===== src/rtl/vga_pkg.sv =====
// Shared definitions for the VGA display blocks.
//   - MODE_* : pattern-select encodings on the MODE input
//   - DEF_*  : default timing for the 800x480 panel (pixel counts / line counts)
//   - clog2  : ceiling log2, used to size counters from the timing parameters
package vga_pkg;

  localparam logic [1:0] MODE_BARS    = 2'd0;
  localparam logic [1:0] MODE_CHECKER = 2'd1;
  localparam logic [1:0] MODE_RAMP    = 2'd2;
  localparam logic [1:0] MODE_MBAR    = 2'd3;

  localparam int DEF_H_ACTIVE = 800;
  localparam int DEF_H_FP     = 40;
  localparam int DEF_H_SYNC   = 128;
  localparam int DEF_H_BP     = 88;
  localparam int DEF_V_ACTIVE = 480;
  localparam int DEF_V_FP     = 13;
  localparam int DEF_V_SYNC   = 3;
  localparam int DEF_V_BP     = 29;

  // Returns ceil(log2(value)); clog2(1) == 0.
  function automatic int clog2(input int value);
    int r;
    r = 0;
    for (int p = 1; p < value; p = p * 2) r++;
    return r;
  endfunction

endpackage


===== src/rtl/vga_timing.sv =====
// VGA raster timing: pixel-enable divider plus horizontal/vertical counters.
// Ports:
//   clk, rst     : clock and asynchronous active-high reset
//   pe           : pixel enable, one clk cycle in every CLK_DIV
//   hcnt, vcnt   : current raster position
//   active       : position lies in the visible area
//   hs, vs       : sync intervals (active-high here; polarity applied by the user)
//   line_wrap    : pe on the last pixel of a line
//   frame_tick   : pe at position (0,0)
module vga_timing
  import vga_pkg::*;
#(
  parameter int CLK_DIV  = 2,
  parameter int H_ACTIVE = DEF_H_ACTIVE,
  parameter int H_FP     = DEF_H_FP,
  parameter int H_SYNC   = DEF_H_SYNC,
  parameter int H_BP     = DEF_H_BP,
  parameter int V_ACTIVE = DEF_V_ACTIVE,
  parameter int V_FP     = DEF_V_FP,
  parameter int V_SYNC   = DEF_V_SYNC,
  parameter int V_BP     = DEF_V_BP,
  parameter int HW       = 11,
  parameter int VW       = 10
) (
  input  logic          clk,
  input  logic          rst,
  output logic          pe,
  output logic [HW-1:0] hcnt,
  output logic [VW-1:0] vcnt,
  output logic          active,
  output logic          hs,
  output logic          vs,
  output logic          line_wrap,
  output logic          frame_tick
);

  localparam int H_TOTAL = H_ACTIVE + H_FP + H_SYNC + H_BP;
  localparam int V_TOTAL = V_ACTIVE + V_FP + V_SYNC + V_BP;
  localparam logic [31:0] HS_START = 32'(H_ACTIVE + H_FP);
  localparam logic [31:0] HS_END   = 32'(H_ACTIVE + H_FP + H_SYNC);
  localparam logic [31:0] VS_START = 32'(V_ACTIVE + V_FP);
  localparam logic [31:0] VS_END   = 32'(V_ACTIVE + V_FP + V_SYNC);

  logic h_last;
  logic v_last;

  generate
    if (CLK_DIV > 1) begin : g_div
      localparam int DW = clog2(CLK_DIV);
      logic [DW-1:0] div;
      always_ff @(posedge clk or posedge rst) begin
        if (rst)                          div <= '0;
        else if (div == DW'(CLK_DIV - 1)) div <= '0;
        else                              div <= div + 1'b1;
      end
      assign pe = (div == DW'(CLK_DIV - 1));
    end else begin : g_nodiv
      assign pe = 1'b1;
    end
  endgenerate

  assign h_last = (hcnt == HW'(H_TOTAL - 1));
  assign v_last = (vcnt == VW'(V_TOTAL - 1));

  always_ff @(posedge clk or posedge rst) begin
    if (rst) begin
      hcnt <= '0;
      vcnt <= '0;
    end else if (pe) begin
      if (h_last) begin
        hcnt <= '0;
        vcnt <= v_last ? '0 : vcnt + 1'b1;
      end else begin
        hcnt <= hcnt + 1'b1;
      end
    end
  end

  assign active     = (32'(hcnt) < 32'(H_ACTIVE)) && (32'(vcnt) < 32'(V_ACTIVE));
  assign hs         = (32'(hcnt) >= HS_START) && (32'(hcnt) < HS_END);
  assign vs         = (32'(vcnt) >= VS_START) && (32'(vcnt) < VS_END);
  assign line_wrap  = pe && h_last;
  assign frame_tick = pe && (hcnt == '0) && (vcnt == '0);

endmodule


===== src/rtl/vga_pattern_gen.sv =====
// VGA timing and test-pattern generator.
// Ports:
//   CLOCK_50     : system clock
//   RESET        : asynchronous active-high reset
//   MODE         : pattern select (bars / checker / grey ramp / moving bar)
//   VGA_RED/GREEN/BLUE : colour channels, COLOR_W bits each
//   VGA_HS, VGA_VS     : syncs, asserted level set by HS_POL / VS_POL
//   VGA_DE       : output pixel lies in the active area
//   FRAME_START  : one-cycle pulse while pixel (0,0) is on the outputs
// All pixel outputs are registered on the pixel enable, one pe behind the counters.
module vga_pattern_gen
  import vga_pkg::*;
#(
  parameter int CLK_DIV    = 2,
  parameter int COLOR_W    = 1,
  parameter int H_ACTIVE   = DEF_H_ACTIVE,
  parameter int H_FP       = DEF_H_FP,
  parameter int H_SYNC     = DEF_H_SYNC,
  parameter int H_BP       = DEF_H_BP,
  parameter int V_ACTIVE   = DEF_V_ACTIVE,
  parameter int V_FP       = DEF_V_FP,
  parameter int V_SYNC     = DEF_V_SYNC,
  parameter int V_BP       = DEF_V_BP,
  parameter int HS_POL     = 0,
  parameter int VS_POL     = 0,
  parameter int CHECK_LOG2 = 5,
  parameter int BAR_W      = 32,
  parameter int BAR_STEP   = 4
) (
  input  logic               CLOCK_50,
  input  logic               RESET,
  input  logic [1:0]         MODE,
  output logic [COLOR_W-1:0] VGA_RED,
  output logic [COLOR_W-1:0] VGA_GREEN,
  output logic [COLOR_W-1:0] VGA_BLUE,
  output logic               VGA_HS,
  output logic               VGA_VS,
  output logic               VGA_DE,
  output logic               FRAME_START
);

  localparam int H_TOTAL = H_ACTIVE + H_FP + H_SYNC + H_BP;
  localparam int V_TOTAL = V_ACTIVE + V_FP + V_SYNC + V_BP;
  localparam int HW      = (clog2(H_TOTAL) > 0) ? clog2(H_TOTAL) : 1;
  localparam int VW      = (clog2(V_TOTAL) > 0) ? clog2(V_TOTAL) : 1;
  localparam int SEG     = H_ACTIVE / 8;
  localparam int SW      = (clog2(SEG) > 0) ? clog2(SEG) : 1;
  localparam int GS      = clog2(H_ACTIVE) - COLOR_W;
  localparam logic HS_ON = (HS_POL != 0);
  localparam logic VS_ON = (VS_POL != 0);
  localparam logic [COLOR_W-1:0] ONES = {COLOR_W{1'b1}};

  logic          pe;
  logic [HW-1:0] hcnt;
  logic [VW-1:0] vcnt;
  logic          active;
  logic          hs;
  logic          vs;
  logic          line_wrap;
  logic          frame_tick;

  vga_timing #(
    .CLK_DIV (CLK_DIV),
    .H_ACTIVE(H_ACTIVE), .H_FP(H_FP), .H_SYNC(H_SYNC), .H_BP(H_BP),
    .V_ACTIVE(V_ACTIVE), .V_FP(V_FP), .V_SYNC(V_SYNC), .V_BP(V_BP),
    .HW(HW), .VW(VW)
  ) u_timing (
    .clk       (CLOCK_50),
    .rst       (RESET),
    .pe        (pe),
    .hcnt      (hcnt),
    .vcnt      (vcnt),
    .active    (active),
    .hs        (hs),
    .vs        (vs),
    .line_wrap (line_wrap),
    .frame_tick(frame_tick)
  );

  logic [1:0]    mode_q;
  logic [HW-1:0] bar_x;
  logic [HW:0]   bar_sum;
  logic [HW-1:0] bar_next;
  logic [1:0]    mode_sel_p0;
  logic [HW-1:0] bar_cur_p0;
  logic [SW-1:0] seg_cnt;
  logic [2:0]    bar_idx;
  logic          check_p0;
  logic          mbar_p0;
  logic [COLOR_W-1:0] red_p0, green_p0, blue_p0;

  assign bar_sum  = {1'b0, bar_x} + (HW+1)'(BAR_STEP);
  assign bar_next = (bar_sum >= (HW+1)'(H_ACTIVE)) ? HW'(bar_sum - (HW+1)'(H_ACTIVE))
                                                  : HW'(bar_sum);

  // Pixel (0,0) is rendered on the same pe that samples MODE and moves the bar,
  // so the new frame's settings are bypassed straight into the mux.
  assign mode_sel_p0 = frame_tick ? MODE : mode_q;
  assign bar_cur_p0  = frame_tick ? bar_next : bar_x;

  // Checker bit taken from the full-width XOR so both counters are consumed whole.
  assign check_p0 = |((32'(hcnt) ^ 32'(vcnt)) & (32'd1 << CHECK_LOG2));
  // Right edge clipping falls out of the active-area blanking.
  assign mbar_p0  = (32'(hcnt) >= 32'(bar_cur_p0)) &&
                    (32'(hcnt) <  32'(bar_cur_p0) + 32'(BAR_W));

  always_comb begin
    red_p0   = '0;
    green_p0 = '0;
    blue_p0  = '0;
    case (mode_sel_p0)
      MODE_BARS: begin
        red_p0   = {COLOR_W{~bar_idx[1]}};
        green_p0 = {COLOR_W{~bar_idx[2]}};
        blue_p0  = {COLOR_W{~bar_idx[0]}};
      end
      MODE_CHECKER: begin
        red_p0   = check_p0 ? ONES : '0;
        green_p0 = check_p0 ? ONES : '0;
        blue_p0  = check_p0 ? ONES : '0;
      end
      MODE_RAMP: begin
        red_p0   = hcnt[GS +: COLOR_W];
        green_p0 = hcnt[GS +: COLOR_W];
        blue_p0  = hcnt[GS +: COLOR_W];
      end
      default: begin
        red_p0   = mbar_p0 ? ONES : '0;
        green_p0 = mbar_p0 ? ONES : '0;
        blue_p0  = mbar_p0 ? ONES : '0;
      end
    endcase
    if (!active) begin
      red_p0   = '0;
      green_p0 = '0;
      blue_p0  = '0;
    end
  end

  // Bar index tracks hcnt/(H_ACTIVE/8) with a segment counter instead of a divider.
  always_ff @(posedge CLOCK_50 or posedge RESET) begin
    if (RESET) begin
      seg_cnt <= '0;
      bar_idx <= '0;
    end else if (pe) begin
      if (line_wrap) begin
        seg_cnt <= '0;
        bar_idx <= '0;
      end else if (seg_cnt == SW'(SEG - 1)) begin
        seg_cnt <= '0;
        bar_idx <= bar_idx + 1'b1;
      end else begin
        seg_cnt <= seg_cnt + 1'b1;
      end
    end
  end

  // ---- stage p0 -> outputs: registered on pe, frame state updated at (0,0) ----
  always_ff @(posedge CLOCK_50 or posedge RESET) begin
    if (RESET) begin
      VGA_RED     <= '0;
      VGA_GREEN   <= '0;
      VGA_BLUE    <= '0;
      VGA_DE      <= 1'b0;
      VGA_HS      <= ~HS_ON;
      VGA_VS      <= ~VS_ON;
      FRAME_START <= 1'b0;
      mode_q      <= '0;
      bar_x       <= '0;
    end else begin
      FRAME_START <= frame_tick;
      if (pe) begin
        VGA_RED   <= red_p0;
        VGA_GREEN <= green_p0;
        VGA_BLUE  <= blue_p0;
        VGA_DE    <= active;
        VGA_HS    <= hs ? HS_ON : ~HS_ON;
        VGA_VS    <= vs ? VS_ON : ~VS_ON;
      end
      if (frame_tick) begin
        mode_q <= MODE;
        bar_x  <= bar_next;
      end
    end
  end

endmodule


===== config.mk =====
export PLATFORM = sky130hd
export DESIGN_NAME = vga_pattern_gen
export DESIGN_NICKNAME = d
export VERILOG_FILES = /design/src/rtl/vga_pkg.sv /design/src/rtl/vga_timing.sv /design/src/rtl/vga_pattern_gen.sv
export SDC_FILE = /design/constraint.sdc
export NUM_CORES = 1
export LEC_CHECK = 0
export BUFFER_PORTS_ARGS = -buffer_cell sky130_fd_sc_hd__buf_2
export CAP_MARGIN = 10
export CORE_ASPECT_RATIO = 1.1
export CORE_UTILIZATION = 55
export CTS_BUF_LIST = sky130_fd_sc_hd__clkbuf_8 sky130_fd_sc_hd__clkbuf_16
export DETAILED_ROUTE_END_ITERATION = 8
export PLACE_DENSITY = 0.73
export RECOVER_POWER = 25
export SYNTH_ARGS = -nofsm -noshare
export SYNTH_HDL_FRONTEND = slang
export SYNTH_SLANG_ARGS = --single-unit

===== constraint.sdc =====
create_clock -name CLOCK_50 -period 5.4 [get_ports CLOCK_50]
set_input_delay 0.54 -clock CLOCK_50 [delete_from_list [all_inputs] [get_ports CLOCK_50]]
set_output_delay 0.54 -clock CLOCK_50 [all_outputs]
set_load 0.01 [all_outputs]

==> results.yml, run 1 <==
cts:
  cts_sinks: 50
  numCtsBuffers: 5
  cts_tree: "yes"
  postCtsSetupBuffers: 0
  holdBufCountCts: 0
  htree_levels: 2
  cts.repair.resized: 0
  path_clk_slew_ns: 0.09
  insertion_delay_ns: 0.30
  clock-root-buffer: "clkbuf_8"
  ctsLongestPathBuffers: 2
pwr:
  swShare: 0.220
  combPwrFrac: 0.032
  p_int_uw: 469
  p_switching_uw: 132
  leakage_nw: 1.56
  clkPwrFrac: 0.339
  seqPwrFrac: 0.628
  cellPowerDensity_nw_per_um2: 162
  vdd_drop_max_mv: 0.128
detailed_routing:
  first_pass_iters: 4
  wl_mm: 7.88
  vias: 3008
  drt-initial-drc-count: 158
  drc: 0
  antenna_left: 0
  viasPerCell: 6.18
  routedWlPerCell_um: 16.2
synth:
  synth_cell_type_count: 66
  synth_edf_count: 0
  syn-instance-count: 402
  async_flop_share: 1.00
  synth_fp_nets: 431
  yosys_warnings: 0
  ys_ff_latch: 50
  synth_flop_cell: "dfrtp_1"
  yosysSeqAreaShare: 0.352
  synth_area_sq_um: 3560
  avgSynthCellArea_sq_um: 8.86
floorplanning:
  initial_utilization: 0.572
  chipWidth_um: 78.7
  rows: 30
  dieArea_sq_um: 6810
  chipHeight_um: 86.4
  core_area_sq_um: 6230
  num_io_pins: 11
cells_and_area:
  fin_area_sq_um: 3710
  drive_gt1_frac: 0.0909
  fin_nets: 436
  final_util: 0.595
  diodes: 0
  syn_to_final_growth_pct: 4.07
  fillCellCount: 593
  fin_cells: 487
global_routing:
  use_met2: 0.433
  grt_usage: 0.250
  grt_overflow: 0
  grt_util_met3: 0.0284
  grt_pass1_wl_mm: 13.3
  met1_usage: 0.311
  grt_max_degree: 51
  grt_pass1_vias: 2895
  antenna_found_initial: 0
  top_usage_layer: "met2"
hold_path:
  holdPathEnd: "VGA_DE"
  min_path_cells: 1
  hold_path.class: "register to register"
  hp-start: "VGA_DE"
worst_setup_path:
  start_kind: "register"
  crit_path_end_kind: "register"
  critPathMaxFanout: 11
  r2r-start: "bar_x[2]"
  arrival_ns: 5.14
  crit_path_start: "bar_x[2]"
  critPathKind: "register to register"
  cp_data_required_time_ns: 5.61
  r2r_slack_ns: 0.46
  r2r_end: "VGA_GREEN"
  r2r_cells: 15
run_status:
  status: "finished, violations left"
  violations: "max-capacitance violations, max-slew violations"
sta:
  fin_crit_ns: 4.94
  min_period_over_period: 0.914
  slew_viol_final: 51
  timing.fmax_mhz: 203
  tightest_slew_ns: 1.79
  final_hold_viol_count: 0
  whs_ns: 0.489
  max-slew-margin-rel: -0.195
  finalSetupViolCount: 0
  fin_skew_ns: 0.00386
  tns_ns: 0
  grt_setup_unrepaired: "no"
flow_run:
  cap_violations: 1
place:
  dp_cells: 479
  place_area_sq_um: 3630
  gp_congestion: 0.896
  hpwlAfterDp_mm: 5.95
  port_buffers: 10
-- flip-flops by register name, indices dropped and copies added, names as in the netlist --
| register | cells |
|---|---|
| FRAME_START | 1 |
| VGA_BLUE | 1 |
| VGA_DE | 1 |
| VGA_GREEN | 1 |
| VGA_HS | 1 |
| VGA_RED | 1 |
| VGA_VS | 1 |
| bar_idx | 3 |
| bar_x | 9 |
| mode_q | 2 |
| seg_cnt | 7 |
| u_timing.hcnt | 11 |
| u_timing.pe | 1 |
| u_timing.vcnt | 10 |
-- synthesized netlist by cell type (3+ instances only) --
library cell / n / share of area
a31oi_1: 3 / 0.0053
nand3_1: 19 / 0.027
nand2_1: 46 / 0.048
ha_1: 25 / 0.088
a21o_1: 4 / 0.0084
nor3b_1: 3 / 0.0063
o21a_1: 4 / 0.0084
nor2_1: 29 / 0.031
nand2b_1: 3 / 0.0053
nor3_1: 17 / 0.024
inv_1: 22 / 0.023
o22ai_1: 3 / 0.0053
a211oi_1: 3 / 0.0063
mux2i_1: 3 / 0.0084
mux2_2: 3 / 0.0095
a21oi_1: 10 / 0.014
or3_1: 6 / 0.011
and3_1: 6 / 0.011
clkbuf_1: 5 / 0.0053
buf_6: 4 / 0.013
and2_1: 3 / 0.0053
dfrtp_1: 48 / 0.34
xnor2_1: 21 / 0.052
buf_2: 3 / 0.0042
xor2_1: 7 / 0.017
nand4_1: 15 / 0.026
o21ai_0: 27 / 0.038
nor4_1: 3 / 0.0053
o211ai_1: 4 / 0.0084
o221ai_1: 4 / 0.0098
o31ai_1: 4 / 0.0084
-- stage by stage --
| step | worst slack (ns) | total power, mW |
|---|---|---|
| CTS | 0.576 | 0.609 |
| finish | 0.463 | 0.601 |
| detailed placement | 0.605 | 0.405 |
| global route | 0.284 | 0.626 |
| global placement | 0.772 | 0.405 |
| floorplan | 1.60 | 0.398 |
-- cell families (layout without fill, tap and decap cells) --
kind of cell	Yosys count	count (layout)	synth area share
buf+inv	38	43	0.0527
compound gates	89	89	0.183
simple gates	166	166	0.238
xor+xnor	28	28	0.0688
mux	6	6	0.0179
flops	50	50	0.352
fa+ha+maj	25	25	0.0878
-- layer usage --
layer  share of wire  up-vias
li1                -     1472
met1            0.45     1433
met2            0.48       78
met3           0.032       25
met4           0.034        0
met5               0        -
-- power by group through the flow --
stage / clock network [mW] / registers [mW] / logic [mW]
5_1_grt: 0.225 / 0.378 / 0.0227
6_report: 0.204 / 0.378 / 0.0193
2_1_floorplan: 0 / 0.386 / 0.0121
3_3_place_gp: 0 / 0.385 / 0.0199
3_5_place_dp: 0 / 0.385 / 0.0201
4_1_cts: 0.211 / 0.378 / 0.0201
-- final cells by class --
| type | instances | area, sq um | share of cell area |
|---|---|---|---|
| clock inverter | 2 | 11.3 | 0.00304 |
| sequential | 50 | 1250 | 0.338 |
| tap | 80 | 100 | 0.0270 |
| timing repair buffer | 13 | 66.3 | 0.0179 |
| inverter | 23 | 86.3 | 0.0233 |
| multi-input combinational | 314 | 2120 | 0.572 |
| clock buffer | 5 | 68.8 | 0.0186 |
-- worst max path at each step --
stage | endpoint | cells after the start
floorplan | VGA_BLUE | 16
global placement | VGA_BLUE | 15
detailed placement | VGA_GREEN | 15
CTS | VGA_GREEN | 15
global route | VGA_RED | 15
finish | VGA_GREEN | 15
-- placed cells by master, fill, tap and decap left out, drive strengths merged, types with 2 or more instances in the layout --
master,count
o41ai,2
or4,2
buf,11
nor3b,3
ha,25
and2,3
nand2,46
a21oi,11
nor2,29
o311ai,3
dfrtp,48
o21ai,28
and3,6
mux2i,3
nor3,17
nand4,15
o32ai,2
a31oi,3
o22ai,3
dfstp,2
or3,7
nand2b,3
inv,23
nor4,4
o221ai,4
o211ai,5
nor2b,2
and4,2
a21o,5
o2111ai,2
o31ai,4
or2,2
o21a,4
a211oi,3
mux2,3
clkbuf,7
xnor2,21
xor2,7
nand3,19
nand4b,2
-- worst max-delay path: stages (launching register included) --
cell       delay [ns]
dfrtp_1          0.44
ha_1             0.40
and4_1           0.42
xnor2_1          0.13
o32ai_1          0.57
o22ai_1          0.18
o311ai_1         0.76
inv_1            0.19
ha_1             0.35
a21o_1           0.11
a21oi_1          0.09
o2111ai_1        0.11
o21ba_2          0.18
nor3b_1          0.52
nand4_1          0.18
o221ai_1         0.21
No activity file was read; power rests on OpenSTA's default activity.
==> run 2: changes to the inputs <==
--- a/config.mk
+++ b/config.mk
@@ -6,7 +6,7 @@
 export NUM_CORES = 1
 export LEC_CHECK = 0
 export BUFFER_PORTS_ARGS = -buffer_cell sky130_fd_sc_hd__buf_2
-export CAP_MARGIN = 10
+export CAP_MARGIN = 20
 export CORE_ASPECT_RATIO = 1.1
 export CORE_UTILIZATION = 55
 export CTS_BUF_LIST = sky130_fd_sc_hd__clkbuf_8 sky130_fd_sc_hd__clkbuf_16
==> constraint.sdc (replaced) <==
create_clock -name CLOCK_50 -period 5.5 [get_ports CLOCK_50]
set_input_delay 0.55 -clock CLOCK_50 [delete_from_list [all_inputs] [get_ports CLOCK_50]]
set_output_delay 0.55 -clock CLOCK_50 [all_outputs]
set_load 0.01 [all_outputs]
==> results.yml, run 2 (synthesized netlist as in run 1, its figures left out) <==
global_routing:
  grt_max_degree: 51
  grt_overflow: 0
  grt_pass1_wl_mm: 12.9
  grt_usage: 0.244
  grt_pass1_vias: 2758
  antenna_found_initial: 0
worst_setup_path:
  arrival_ns: 5.03
  start_kind: "register"
  r2r_slack_ns: 0.70
  cp-endpoint: "VGA_RED"
  crit_path_start: "bar_x[2]"
  critPathMaxFanout: 11
  critPathKind: "register to register"
  r2r_end: "VGA_RED"
  cp_data_required_time_ns: 5.72
  r2r-start: "bar_x[2]"
  r2r_cells: 15
  crit_path_end_kind: "register"
cells_and_area:
  final_common_cell: "dfrtp_1"
  regMostFlops: "u_timing.hcnt"
  final_cell_mix: "dfrtp_1, nand2_1, nor2_1, o21ai_0, ha_1"
  fin_nets: 437
  diodes: 0
  largest_registers: "u_timing.hcnt: 11 flops, u_timing.vcnt: 10 flops, bar_x: 9 flops"
  fillCellCount: 568
  syn_to_final_growth_pct: 5.13
  drive_gt1_frac: 0.0978
  largest_register_ffs: 11
  final_util: 0.601
detailed_routing:
  antenna_left: 0
  vias: 2984
  drt-initial-drc-count: 149
  viasPerCell: 6.10
  drc: 0
  wl_mm: 7.71
  routedWlPerCell_um: 15.8
  first_pass_iters: 4
place:
  dp_slack_ns: 0.765
  hpwlAfterDp_mm: 5.76
  gp_congestion: 0.885
  port_buffers: 10
floorplanning:
  rows: 30
  initial_utilization: 0.572
  core_area_sq_um: 6230
  chipWidth_um: 78.7
  chipHeight_um: 86.4
  dieArea_sq_um: 6810
  num_io_pins: 11
sta:
  finalSetupViolCount: 0
  tightest_slew_ns: 1.46
  fin_crit_ns: 4.80
  fin_ws_ns: 0.697
  grt_setup_unrepaired: "no"
  fin_skew_ns: 0.00619
  final_hold_viol_count: 0
  min_period_over_period: 0.873
  max-slew-margin-rel: 0.0296
  timing.fmax_mhz: 208
  tns_ns: 0
  slew_viol_final: 0
cts:
  ctsLongestPathBuffers: 2
  postCtsSetupBuffers: 0
  cts.repair.resized: 0
  numCtsBuffers: 5
  path_clk_slew_ns: 0.09
  holdBufCountCts: 0
  insertion_delay_ns: 0.30
  clock-root-buffer: "clkbuf_8"
  htree_levels: 2
  cts_tree: "yes"
  cts_sinks: 50
flow_run:
  cap_violations: 0
run_status:
  status: "finished clean"
pwr:
  leakage_nw: 1.58
  vdd_drop_max_mv: 0.151
  cellPowerDensity_nw_per_um2: 169
hold_path:
  hold_path.class: "primary input to asynchronous set/reset pin"
run 2: cell count changes in the layout (fill, tap and decap cells not counted), sizes merged:
cell and change:
buf +1, clkbuf +3, clkinvlp -1, inv -1
run 2: per-layer routing:
metal / wire length [um] / vias up / track usage / part of all wire
met3: 219 / 20 / 0.0284 / 0.028
li1: - / 1473 / - / -
met5: 0 / - / 0 / 0
met4: 216 / 0 / 0.104 / 0.028
met1: 3500 / 1435 / 0.312 / 0.45
met2: 3780 / 56 / 0.416 / 0.49
run 2: per-stage QoR:
step,hold WS [ns],area (sq um),power [mW],instances
after detailed placement,0.485,3630,0.398,479
after global placement,0.479,3630,0.398,479
final,0.394,3750,0.634,489
after floorplan,0.445,3560,0.391,402
after CTS,0.501,3740,0.644,487
after global routing,0.478,3750,0.664,489
run 2: worst min-delay path by stage:
stage | end
after global routing | u_timing.vcnt[2]
after CTS | bar_idx[2]
final | u_timing.vcnt[2]
after detailed placement | VGA_DE
after floorplan | bar_idx[2]
after global placement | bar_idx[2]
run 2: area by class of cell:
cell class                      instances  area (sq um)  area share
Tap cell                               80           100      0.0267
Inverter                               23          86.3      0.0230
Timing Repair Buffer                   14          73.8      0.0197
Clock buffer                            8           110      0.0294
Sequential cell                        50          1250       0.335
Multi-Input combinational cell        314          2120       0.566
run 2: critical path: stages (launching register included):
cell and delay (ns):
dfrtp_1 0.42, ha_1 0.39, and4_1 0.42, xnor2_1 0.13
o32ai_1 0.54, o22ai_1 0.18, o311ai_1 0.75, inv_1 0.17
ha_1 0.34, a21o_1 0.11, a21oi_1 0.09, o2111ai_1 0.12
o21ba_2 0.18, nor3b_1 0.50, nand4_1 0.16, o221ai_1 0.19
run 2: power by group:
group	total (mW)	switching (mW)	internal, mW
clock	0.244	0.117	0.127
combinational	0.0192	0.0137	0.00552
sequential	0.371	0.00126	0.370
